===== config.mk =====
export PLATFORM = sky130hd
export DESIGN_NAME = unary_stream_gen
export DESIGN_NICKNAME = d
export VERILOG_FILES = /design/src/rtl/unary_pkg.sv /design/src/rtl/unary_stream_gen.sv
export SDC_FILE = /design/constraint.sdc
export NUM_CORES = 1
export LEC_CHECK = 0
export ABC_AREA = 0
export CELL_PAD_IN_SITES_DETAIL_PLACEMENT = 0
export CELL_PAD_IN_SITES_GLOBAL_PLACEMENT = 2
export CORE_ASPECT_RATIO = 0.75
export CORE_MARGIN = 10
export CORE_UTILIZATION = 30
export CTS_BUF_LIST = sky130_fd_sc_hd__clkbuf_16
export DETAILED_ROUTE_END_ITERATION = 7
export GPL_ROUTABILITY_DRIVEN = 1
export GPL_TIMING_DRIVEN = 0
export PLACE_DENSITY = 0.75
export SYNTH_ARGS = -nofsm -noshare
export SYNTH_HDL_FRONTEND = slang
export SYNTH_SLANG_ARGS = --single-unit

===== constraint.sdc =====
create_clock -name clk -period 2.5 [get_ports clk]
set_input_delay 0.5 -clock clk [delete_from_list [all_inputs] [get_ports clk]]
set_output_delay 0.5 -clock clk [all_outputs]
set_load 0.005 [all_outputs]

===== src/rtl/unary_pkg.sv =====
// rtl/unary_pkg.sv - shared types and helpers for the unary stream generator
package unary_pkg;

  typedef enum logic [1:0] {IDLE, STREAM, DRAIN, DONE} state_t;

  function automatic int stream_len(input int width);
    return (1 << width) - 1;
  endfunction

  // Reverses the low `width` bits of v; bits at and above `width` come back zero.
  function automatic logic [31:0] bit_rev(input logic [31:0] v, input int width);
    logic [31:0] r;
    r = '0;
    for (int i = 0; i < 32; i++) begin
      if (i < width) r[i] = v[width-1-i];
    end
    return r;
  endfunction

endpackage


===== src/rtl/unary_stream_gen.sv =====
// rtl/unary_stream_gen.sv - serial unary stimulus generator for the unary adder
// Optional UNARY_STREAM_GEN_SHUFFLE_EN: bit-reversed emission order instead of thermometer.
module unary_stream_gen #(
  parameter int WIDTH        = 4,
  parameter int DRAIN_CYCLES = 20
) (
  input  logic             clk,
  input  logic             rst_n,
  input  logic             start,
  input  logic [WIDTH-1:0] a_val,
  input  logic [WIDTH-1:0] b_val,
  output logic             A,
  output logic             B,
  output logic             en,
  output logic             read_or_write,
  output logic             busy,
  output logic             done
);
  import unary_pkg::*;

  localparam int LEN     = stream_len(WIDTH);
  localparam int CNT_MAX = (LEN > DRAIN_CYCLES) ? LEN : DRAIN_CYCLES;
  localparam int CW      = $clog2(CNT_MAX + 1);
  localparam logic [CW-1:0] STREAM_LAST = CW'(LEN - 1);
  localparam logic [CW-1:0] DRAIN_LAST  = CW'(DRAIN_CYCLES - 1);

  state_t           state_q, state_d;
  logic [CW-1:0]    cnt_q, cnt_d;
  logic [WIDTH-1:0] a_q, a_d, b_q, b_d;
  logic [WIDTH-1:0] idx;
  logic             stream_a_q, stream_a_d, stream_b_q, stream_b_d;
  logic             en_q, en_d, rw_q, rw_d, busy_q, busy_d, done_q, done_d;

  always_ff @(posedge clk or negedge rst_n) begin
    if (!rst_n) begin
      state_q    <= IDLE;
      cnt_q      <= '0;
      a_q        <= '0;
      b_q        <= '0;
      stream_a_q <= 1'b0;
      stream_b_q <= 1'b0;
      en_q       <= 1'b0;
      rw_q       <= 1'b0;
      busy_q     <= 1'b0;
      done_q     <= 1'b0;
    end else begin
      state_q    <= state_d;
      cnt_q      <= cnt_d;
      a_q        <= a_d;
      b_q        <= b_d;
      stream_a_q <= stream_a_d;
      stream_b_q <= stream_b_d;
      en_q       <= en_d;
      rw_q       <= rw_d;
      busy_q     <= busy_d;
      done_q     <= done_d;
    end
  end

  always_comb begin
    state_d = state_q;
    cnt_d   = cnt_q;
    a_d     = a_q;
    b_d     = b_q;
    case (state_q)
      IDLE: begin
        if (start) begin
          state_d = STREAM;
          cnt_d   = '0;
          a_d     = a_val;
          b_d     = b_val;
        end
      end
      STREAM: begin
        if (cnt_q == STREAM_LAST) begin
          state_d = DRAIN;
          cnt_d   = '0;
        end else begin
          cnt_d = cnt_q + 1'b1;
        end
      end
      DRAIN: begin
        if (cnt_q == DRAIN_LAST) begin
          state_d = DONE;
          cnt_d   = '0;
        end else begin
          cnt_d = cnt_q + 1'b1;
        end
      end
      DONE: begin
        state_d = IDLE;
        cnt_d   = '0;
      end
      default: begin
        state_d = IDLE;
        cnt_d   = '0;
      end
    endcase

`ifdef UNARY_STREAM_GEN_SHUFFLE_EN
    idx = WIDTH'(bit_rev(32'(cnt_d), WIDTH));
`else
    idx = cnt_d[WIDTH-1:0];
`endif

    // Outputs are decoded from the next state so the registered copies line up with state_q.
    stream_a_d = (state_d == STREAM) && (idx < a_d);
    stream_b_d = (state_d == STREAM) && (idx < b_d);
    en_d       = (state_d == STREAM) || (state_d == DRAIN);
    rw_d       = (state_d == DRAIN);
    busy_d     = (state_d == STREAM) || (state_d == DRAIN);
    done_d     = (state_d == DONE);
  end

  assign A             = stream_a_q;
  assign B             = stream_b_q;
  assign en            = en_q;
  assign read_or_write = rw_q;
  assign busy          = busy_q;
  assign done          = done_q;

endmodule


==> metrics, run 1 <==
routability cong.=~0.73; Worst Tran Pin Value=0.862 ns; drt via density=roughly 4.7; dpl ws=-0.292 ns; Mapped Nets=118; Global Route met3 Usage=0.0290; element type at the critical path start=flop; Max-cap violations=0; Clock Tree Root=clkbuf_16; Post-CTS Hold Buffers=0; Sink Count=20; top cell type by total area after synthesis=dfrtp_1; Crit-path slowest cell=dfrtp_1; I/O Buffers=16; n_diodes=0; core area=about 3400 sq um; H-tree lvl count=1; Clk pwr share=0.355; ys async rst share=1.00; Mapped Avg Cell Area=between 10 and 15 sq um; Worst slew margin=0.424; Hold WC Path Type=reg2reg; chip width=89.4 um; Main synth FF type=dfrtp_1; Gate power share=0.299; PwrDens=between 800 and 900 nW/um^2; top post-synthesis cells by area=dfrtp_1 46%, ha_1 13%, mux2i_1 5.5%; Clock Skew=0.00452 ns; CP Max Fanout=6; gr usage total=0.0716; Distinct cells, synth=29; Setup Buffers After CTS=0; final setup fails=0; Syn. warnings=0; EDFF count, synth=0; initial antenna violation count=0; max incr delay on CP=0.42 ns; worst skew pair latency=0.25 ns; share of the synthesized area in the top cell type=0.461; Nets=139; final setup margin=0.241 ns; Placement Rows=18; Post-Synthesis Cell Area=about 1100 sq um; Critical Path End Type=flop; net switching fraction of the power=0.273; total gr overflow=0; CTS tree=yes; final hold vios=0; r2r setup slk=0.24 ns; critical path arrival=2.42 ns; Reg clk slew, reported paths=about 0.060 ns; worst vdd ir=0.000606 V; Initial Util=0.321; Layout area overhead=30.6%; die height=72.1 um; final WL=2080 um; Clock Path Buffers=2; IO Pins=17; met2 usage=0.113; via count=730; initial drt markers=32; CP Cell Sequence=ha_1 > nand4bb_1 > nor2b_1 > nor2_2 > o21ai_1 > ha_1 > nand2b_1 > nor2_1 > nand3b_2 > o221ai_2; detailed-route wire length per cell=between 10 and 15 um; status=finished clean; sequential fraction of the synthesis area=0.461; largest net degree at the start of global routing=21; Synth Register Bits=20; leakage power=roughly 0.65 nW; most crowded layer after global routing=met2; max-slew violations=0; RSZ-0062 raised after global routing=no; Cells after Synth=96; fmax=443 MHz; HPWL after DPL=1550 um; internal power=0.885 mW; Final period util=0.904; via count of the first global-routing pass=776; most frequent cells in the layout=20 x dfrtp_1, 16 x clkdlybuf4s50_1, 11 x ha_1; commonest non-fill, non-tap cell in the layout=dfrtp_1; post-route ant nets=0; CP bufs+invs=0; layout cells sized above 1=0.172; DRC=0; CTS buffer count=3; P_sw=~0.33 mW; setup tns final=0 ns; kind of cell adding the most delay to the critical path=simple AND/OR/NAND/NOR gates; Req. time, crit path=2.66 ns; Worst Setup Path Type=reg2reg; first-pass GRT wire length=between 3000 and 4000 um; met1 GRT Util=0.0875; die area=6450 sq um; min cycle time layout=2.26 ns; most used cell, CP=ha_1; first-pass iteration count of the detailed router=4; Seq pwr share=0.346
[cell usage after synthesis, drive strengths merged, types with 2 or more instances]
cell     n
dfrtp   20
nor3     3
mux2i    6
mux2     2
ha      11
xor2     2
nor3b    2
o21ai    5
buf      3
nor2     6
nand3b   2
o221ai   2
inv     10
nand2b   2
nand2    7
nand3    2
[sequential cells by signal, summed over array words and instances (netlist names)]
register       flops
A                  1
b_q                4
state_q            2
cnt_q              5
B                  1
read_or_write      1
busy               1
a_q                4
done               1
[cell families (layout without fill, tap and decap cells)]
logic type / count (synthesis) / count (layout) / share of synthesized area
AOI/OAI and AO/OA: 13 / 13 / 0.0934
xor gates and xnor gates: 2 / 2 / 0.0162
adders and majority gates: 11 / 11 / 0.127
buffers and inverters: 13 / 33 / 0.0623
DFF: 20 / 20 / 0.461
muxes: 8 / 8 / 0.0830
and+or+nand+nor: 29 / 29 / 0.157
[worst min-delay path: cells and delay by family (launching register included)]
| family | cells | cell delay [ns] |
|---|---|---|
| buffers and inverters | 1 | 0.06 |
| muxes | 1 | 0.08 |
| DFF | 1 | 0.32 |
[worst paths after layout]
path / start / to / cells past startpoint
max: cnt_q[0] / A / 10
min: b_q[3] / b_q[3] / 2
max reg2reg: cnt_q[0] / A / 10
min reg2reg: b_q[3] / b_q[3] / 2
max in group asynchronous: rst_n / A / 1
min in group asynchronous: rst_n / busy / 1
[timing repair]
action | 4_1_cts | 5_1_grt
resized for setup | 1 | 5
pin swaps | 0 | 0
endpoints found under the setup margin | 2 | 2
[layout make-up]
type	count	area [sq um]
well taps	40	50.0
repair buffers	16	160
multi-input cells	63	533
clock buffers	3	75.1
inverters	10	37.5
flip-flops and latches	20	500
plain buffers	3	30.0
clock inverters	1	30.0
fillers	337	1960
[per-stage QoR]
stage	instance area (sq um)	power [mW]	instances	util	hold WS, ns
final	1420	1.22	156	0.419	0.487
after global routing	1420	1.31	156	0.419	0.524
after CTS	1410	1.22	156	0.416	0.499
after detailed placement	1290	0.772	152	0.383	0.480
after global placement	1290	0.765	152	0.383	0.475
after floorplan	1080	0.655	96	-	0.204
[power groups by stage]
stage / clock (mW) / sequential (mW) / combinational (mW)
floorplan: 0 / 0.421 / 0.234
global placement: 0 / 0.425 / 0.340
detailed placement: 0 / 0.426 / 0.345
CTS: 0.445 / 0.421 / 0.355
global route: 0.461 / 0.430 / 0.422
finish: 0.432 / 0.421 / 0.364
[per-layer routing]
metal | routed length [um] | vias up | part of all wire
li1 | - | 368 | -
met1 | 1000 | 351 | 0.48
met2 | 994 | 9 | 0.48
met3 | 65 | 2 | 0.031
met4 | 17 | 0 | 0.0082
met5 | 0 | - | 0
(Power assumes the default switching activity.)
==> inputs of run 2 (changes only) <==
CTS_CLUSTER_SIZE = 25   (was default)
clock period = 2.8 ns   (was 2.5 ns; I/O delays follow)
==> metrics, run 2 (synthesis results as in run 1) <==
final WL=2040 um (was 2080 um); Initial Util=0.321 (unchanged); hold path depth=2 (unchanged); Sink Count=20 (unchanged); Clock Path Buffers=2 (unchanged); Worst Tran Pin Value=0.861 ns (was 0.862 ns); via count=718 (was 730); first-pass GRT wire length=3590 um (was 3610 um); max reg flops=5 (unchanged); Reg2Reg Launch Point=cnt_q[0] (unchanged); Crit. Startpoint=start (was cnt_q[0]); Worst slew margin=0.424 (about the same); Worst Setup Path Type=in2reg (was reg2reg); HPWL after DPL=1550 um (unchanged); drt via density=4.60 (was 4.68); post-route ant nets=0 (unchanged); final hold slack=0.487 ns (about the same); Clock Skew=0.00478 ns (was 0.00452 ns); Max-cap violations=0 (unchanged); element type at the critical path start=primary input (was flop); CTS tree=yes (unchanged); die area=6450 sq um (unchanged); Reg clk slew, reported paths=0.05 ns (was 0.06 ns); initial drt markers=47 (was 32); Layout area overhead=29.5% (was 30.6%); Critical Path End Type=flop (unchanged); routed wl met2=962 um (was 994 um); routability cong.=0.728 (unchanged); DRC=0 (unchanged); total gr overflow=0 (unchanged); gr usage total=0.0714 (was 0.0716); hold path start=b_q[3] (unchanged); first-pass iteration count of the detailed router=4 (unchanged); die height=72.1 um (unchanged); most frequent cells in the layout=20 x dfrtp_1, 16 x clkdlybuf4s50_1, 11 x ha_1 (unchanged); highest metal used=met4 (unchanged); I/O Buffers=16 (unchanged); min cycle time layout=2.40 ns; Placement Rows=18 (unchanged); setup tns final=0 ns (unchanged); worst vdd ir=0.000541 V (was 0.000606 V); layout cells sized above 1=0.147 (was 0.172); CTS buffer count=3 (unchanged); worst skew pair latency=0.25 ns (about the same); commonest non-fill, non-tap cell in the layout=dfrtp_1 (unchanged); leakage power=0.649 nW (was 0.653 nW); max-slew violations=0 (unchanged); H-tree lvl count=1 (unchanged); Nets=139 (unchanged); CP Max Fanout=6 (unchanged); metal3 WL=65 um (unchanged); IO Pins=17 (unchanged); status=finished clean (unchanged); met1 wire length=995 um (was 1000 um); via count of the first global-routing pass=782 (was 776); core area=3380 sq um (unchanged); final hold vios=0 (unchanged); initial antenna violation count=0 (unchanged); final setup fails=0 (unchanged); Post-CTS Hold Buffers=0 (unchanged); Req. time, crit path=2.96 ns (was 2.66 ns); Most flops, register=cnt_q (unchanged); reg2reg path depth=10 (unchanged); PwrDens=763 nW/um^2 (was 859 nW/um^2); largest net degree at the start of global routing=21 (unchanged); fmax=417 MHz; critical path arrival=2.56 ns (was 2.42 ns); chip width=89.4 um (unchanged); RSZ-0062 raised after global routing=no (unchanged); Hold WC Path Type=reg2reg (unchanged); n_diodes=0 (unchanged); Clock Tree Root=clkbuf_16 (unchanged); largest registers=cnt_q (5), a_q (4), b_q (4) (unchanged); detailed-route wire length per cell=13.1 um (was 13.3 um); Final period util=0.857
-- run 2: metrics by stage --
stage                     power [mW]  std cells  utilization  setup WS [ns]  cell area, sq um
after global routing            1.16        156        0.416          0.103              1410
after floorplan                0.584         96            -          0.762              1080
final                           1.07        156        0.416          0.400              1410
after CTS                       1.09        156        0.414          0.159              1400
after global placement         0.683        152        0.383        -0.0280              1290
after detailed placement       0.689        152        0.383        -0.0516              1290
-- run 2: critical path, stage by stage --
cell	delay, ns
clkdlybuf4s50_1	0.45
nor3_2	0.34
a211oi_1	0.13
nor3_1	0.52
ha_1	0.33
o21ai_0	0.08
nand2_1	0.09
o221ai_2	0.06
-- run 2: area by class of cell --
cell class / instances / area (sq um)
fillers: 337 / 1970
multi-input cells: 63 / 522
flip-flops and latches: 20 / 500
repair buffers: 16 / 160
clock buffers: 3 / 75.1
well taps: 40 / 50.0
inverters: 10 / 37.5
clock inverters: 1 / 30.0
plain buffers: 3 / 30.0
-- run 2: routing by layer --
layer,global-route usage,vias up
li1,-,368
met4,0.0211,0
met1,0.0863,339
met3,0.0290,2
met5,0,-
met2,0.113,9
-- run 2: path summary, 6_finish.rpt --
check | slack (ns) | endpoint
worst max-delay path | 0.40 | B
worst min-delay path | 0.49 | b_q[3]
worst max register to register | 0.42 | B
worst min register to register | 0.49 | b_q[3]
max in group asynchronous | 1.46 | A
min in group asynchronous | 0.80 | busy
-- run 2: report_power, final --
part	switching [mW]	internal (mW)	leakage (nW)
registers	0.0330	0.343	0.242
clock network	0.103	0.283	0.0511
logic	0.154	0.156	0.356
total	0.290	0.783	0.649
-- run 2: timing repair --
action / in CTS / in global routing
resized for setup: 0 / 1
setup buffers: 0 / 0
endpoints found under the setup margin: 0 / 2
==> inputs of run 3 (changes only) <==
CORE_MARGIN = 1.5   (was 10)
RECOVER_POWER = 100   (was default)
==> metrics, run 3 (synthesis results as in run 1) <==
detailed-route wire length per cell=11.9 um (was 13.1 um); Seq pwr share=0.400 (was 0.351); largest registers=cnt_q (5), a_q (4), b_q (4) (unchanged); critical path arrival=2.62 ns (was 2.56 ns); CTS tree=yes (unchanged); final hold slack=0.487 ns (about the same); IO Pins=17 (unchanged); Initial Util=0.321 (unchanged); post-route ant nets=0 (unchanged); fmax=399 MHz (was 417 MHz); Clock Skew=0.00161 ns (was 0.00478 ns); n_diodes=0 (unchanged); Worst Setup Path Type=in2reg (unchanged); DP Area=1290 sq um (unchanged); Clk pwr share=0.306 (was 0.360); via count of the first global-routing pass=707 (was 782); worst vdd ir=0.000479 V (was 0.000541 V); Inst Count DP=152 (unchanged); Gate power share=0.293 (was 0.289); Max-cap violations=0 (unchanged); status=finished clean (unchanged); die area=3990 sq um (was 6450 sq um); post-route cell area=1360 sq um (was 1410 sq um); max incr delay on CP=0.59 ns (was 0.52 ns); core area=3380 sq um (unchanged); drt via density=4.54 (was 4.60); Nets=139 (unchanged); final hold vios=0 (unchanged); Worst slew margin=0.420 (was 0.424); leakage power=0.636 nW (was 0.649 nW); first-pass iteration count of the detailed router=4 (unchanged); total gr overflow=0 (unchanged); Layout area overhead=25.5% (was 29.5%); first-pass GRT wire length=3090 um (was 3590 um); I/O Buffers=16 (unchanged); Clock Path Buffers=2 (unchanged); largest net degree at the start of global routing=21 (unchanged); net switching fraction of the power=0.285 (was 0.270); most frequent cells in the layout=20 x dfrtp_1, 11 x ha_1, 10 x inv_1 (was 20 x dfrtp_1, 16 x clkdlybuf4s50_1, 11 x ha_1); CP bufs+invs=1 (unchanged); min cycle time layout=2.51 ns (was 2.40 ns); CP Cell Sequence=dlygate4sd3_1 > nor3_2 > a211oi_1 > nor3_1 > ha_1 > nor2_1 > nand3b_2 > o221ai_1 (was clkdlybuf4s50_1 > nor3_2 > a211oi_1 > nor3_1 > ha_1 > o21ai_0 > nand2_1 > o221ai_2); Hold WC Path Type=reg2reg (unchanged); element type at the critical path start=primary input (unchanged); internal power=0.671 mW (was 0.783 mW); final setup margin=0.294 ns (was 0.400 ns); Placement Rows=18 (unchanged); die height=55.1 um (was 72.1 um); Finished Layout Cells=156 (unchanged); layout cells sized above 1=0.112 (was 0.147); routability cong.=0.812 (was 0.728); initial drt markers=21 (was 47); via count=708 (was 718); worst skew pair latency=0.25 ns (about the same); Req. time, crit path=2.91 ns (was 2.96 ns); RSZ-0062 raised after global routing=no (unchanged); Sink Count=20 (unchanged); CTS buffer count=3 (unchanged); HPWL after DPL=1390 um (was 1550 um); commonest non-fill, non-tap cell in the layout=dfrtp_1 (unchanged); PwrDens=689 nW/um^2 (was 763 nW/um^2); kind of cell adding the most delay to the critical path=simple AND/OR/NAND/NOR gates (unchanged); Reg clk slew, reported paths=0.05 ns (about the same); max reg flops=5 (unchanged); max-slew violations=0 (unchanged); final WL=1860 um (was 2040 um); final setup fails=0 (unchanged); chip width=72.4 um (was 89.4 um); Critical Path End Type=flop (unchanged); gr usage total=0.108 (was 0.0714); Most flops, register=cnt_q (unchanged); Crit-path slowest cell=dlygate4sd3_1 (was nor3_1); Worst Tran Pin Value=0.867 ns (was 0.861 ns); dpl ws=-0.0513 ns (was -0.0516 ns); Clock Tree Root=clkbuf_16 (unchanged); initial antenna violation count=0 (unchanged); Final period util=0.895 (was 0.857); H-tree lvl count=1 (unchanged); Post-CTS Hold Buffers=0 (unchanged); P_sw=0.267 mW (was 0.290 mW); fillers=333 (was 337); DRC=0 (unchanged); CP Max Fanout=6 (unchanged)
[run 3: changes by cell type in the layout (fill, tap and decap cells not counted)]
| cell | delta |
|---|---|
| o221ai_1 | +2 |
| o221ai_2 | -2 |
| nor3b_1 | +1 |
| bufinv_16 | -1 |
| clkinv_1 | +1 |
| nor3b_2 | -1 |
| dlygate4sd3_1 | +8 |
| clkdlybuf4s50_1 | -8 |
[run 3: area by class of cell]
type	count	area [sq um]	share of cell area
multi-input cells	63	504	0.370
clock buffers	3	75.1	0.0551
flip-flops and latches	20	500	0.368
clock inverters	1	3.75	0.00276
repair buffers	16	160	0.118
well taps	40	50.0	0.0368
plain buffers	3	30.0	0.0221
inverters	10	37.5	0.0276
[run 3: worst min-delay path: cells and delay by family (launching register included)]
kind,cells,cell delay (ns)
buffers and inverters,1,0.06
flip-flops,1,0.31
multiplexers,1,0.08
[run 3: worst paths after layout]
kind	start	end	slack [ns]	cells past startpoint
setup / recovery	start	B	0.29	8
setup reg to reg	cnt_q[0]	B	0.41	11
min in group asynchronous	rst_n	b_q[2]	0.87	1
hold reg to reg	a_q[3]	a_q[3]	0.49	2
max in group asynchronous	rst_n	A	1.39	1
hold / removal	a_q[3]	a_q[3]	0.49	2
[run 3: through the flow]
step / utilization / total power, mW / setup TNS [ns]
2_1_floorplan: - / 0.584 / 0
3_3_place_gp: 0.383 / 0.681 / -0.0558
3_5_place_dp: 0.383 / 0.688 / -0.0944
4_1_cts: 0.407 / 0.985 / 0
5_1_grt: 0.403 / 1.02 / 0
6_report: 0.403 / 0.938 / 0
[run 3: timing repair]
action | 4_1_cts | 5_1_grt
setup endpoints to repair | 0 | 2
buffers inserted | 0 | 0
gates resized for setup | 0 | 1
[run 3: routing by layer]
layer  track usage  vias to the layer above  routed length [um]
met5             0                        -                   0
met4        0.0472                        0                  19
li1              -                      370                   -
met1         0.135                      327                 922
met2         0.174                        9                 849
met3        0.0344                        2                  71
[run 3: power groups by stage]
stage	Clock [mW]	Combinational, mW	Sequential (mW)
floorplan	0	0.209	0.376
global placement	0	0.302	0.379
detailed placement	0	0.307	0.381
global route	0.314	0.323	0.381
CTS	0.299	0.310	0.376
finish	0.287	0.275	0.376
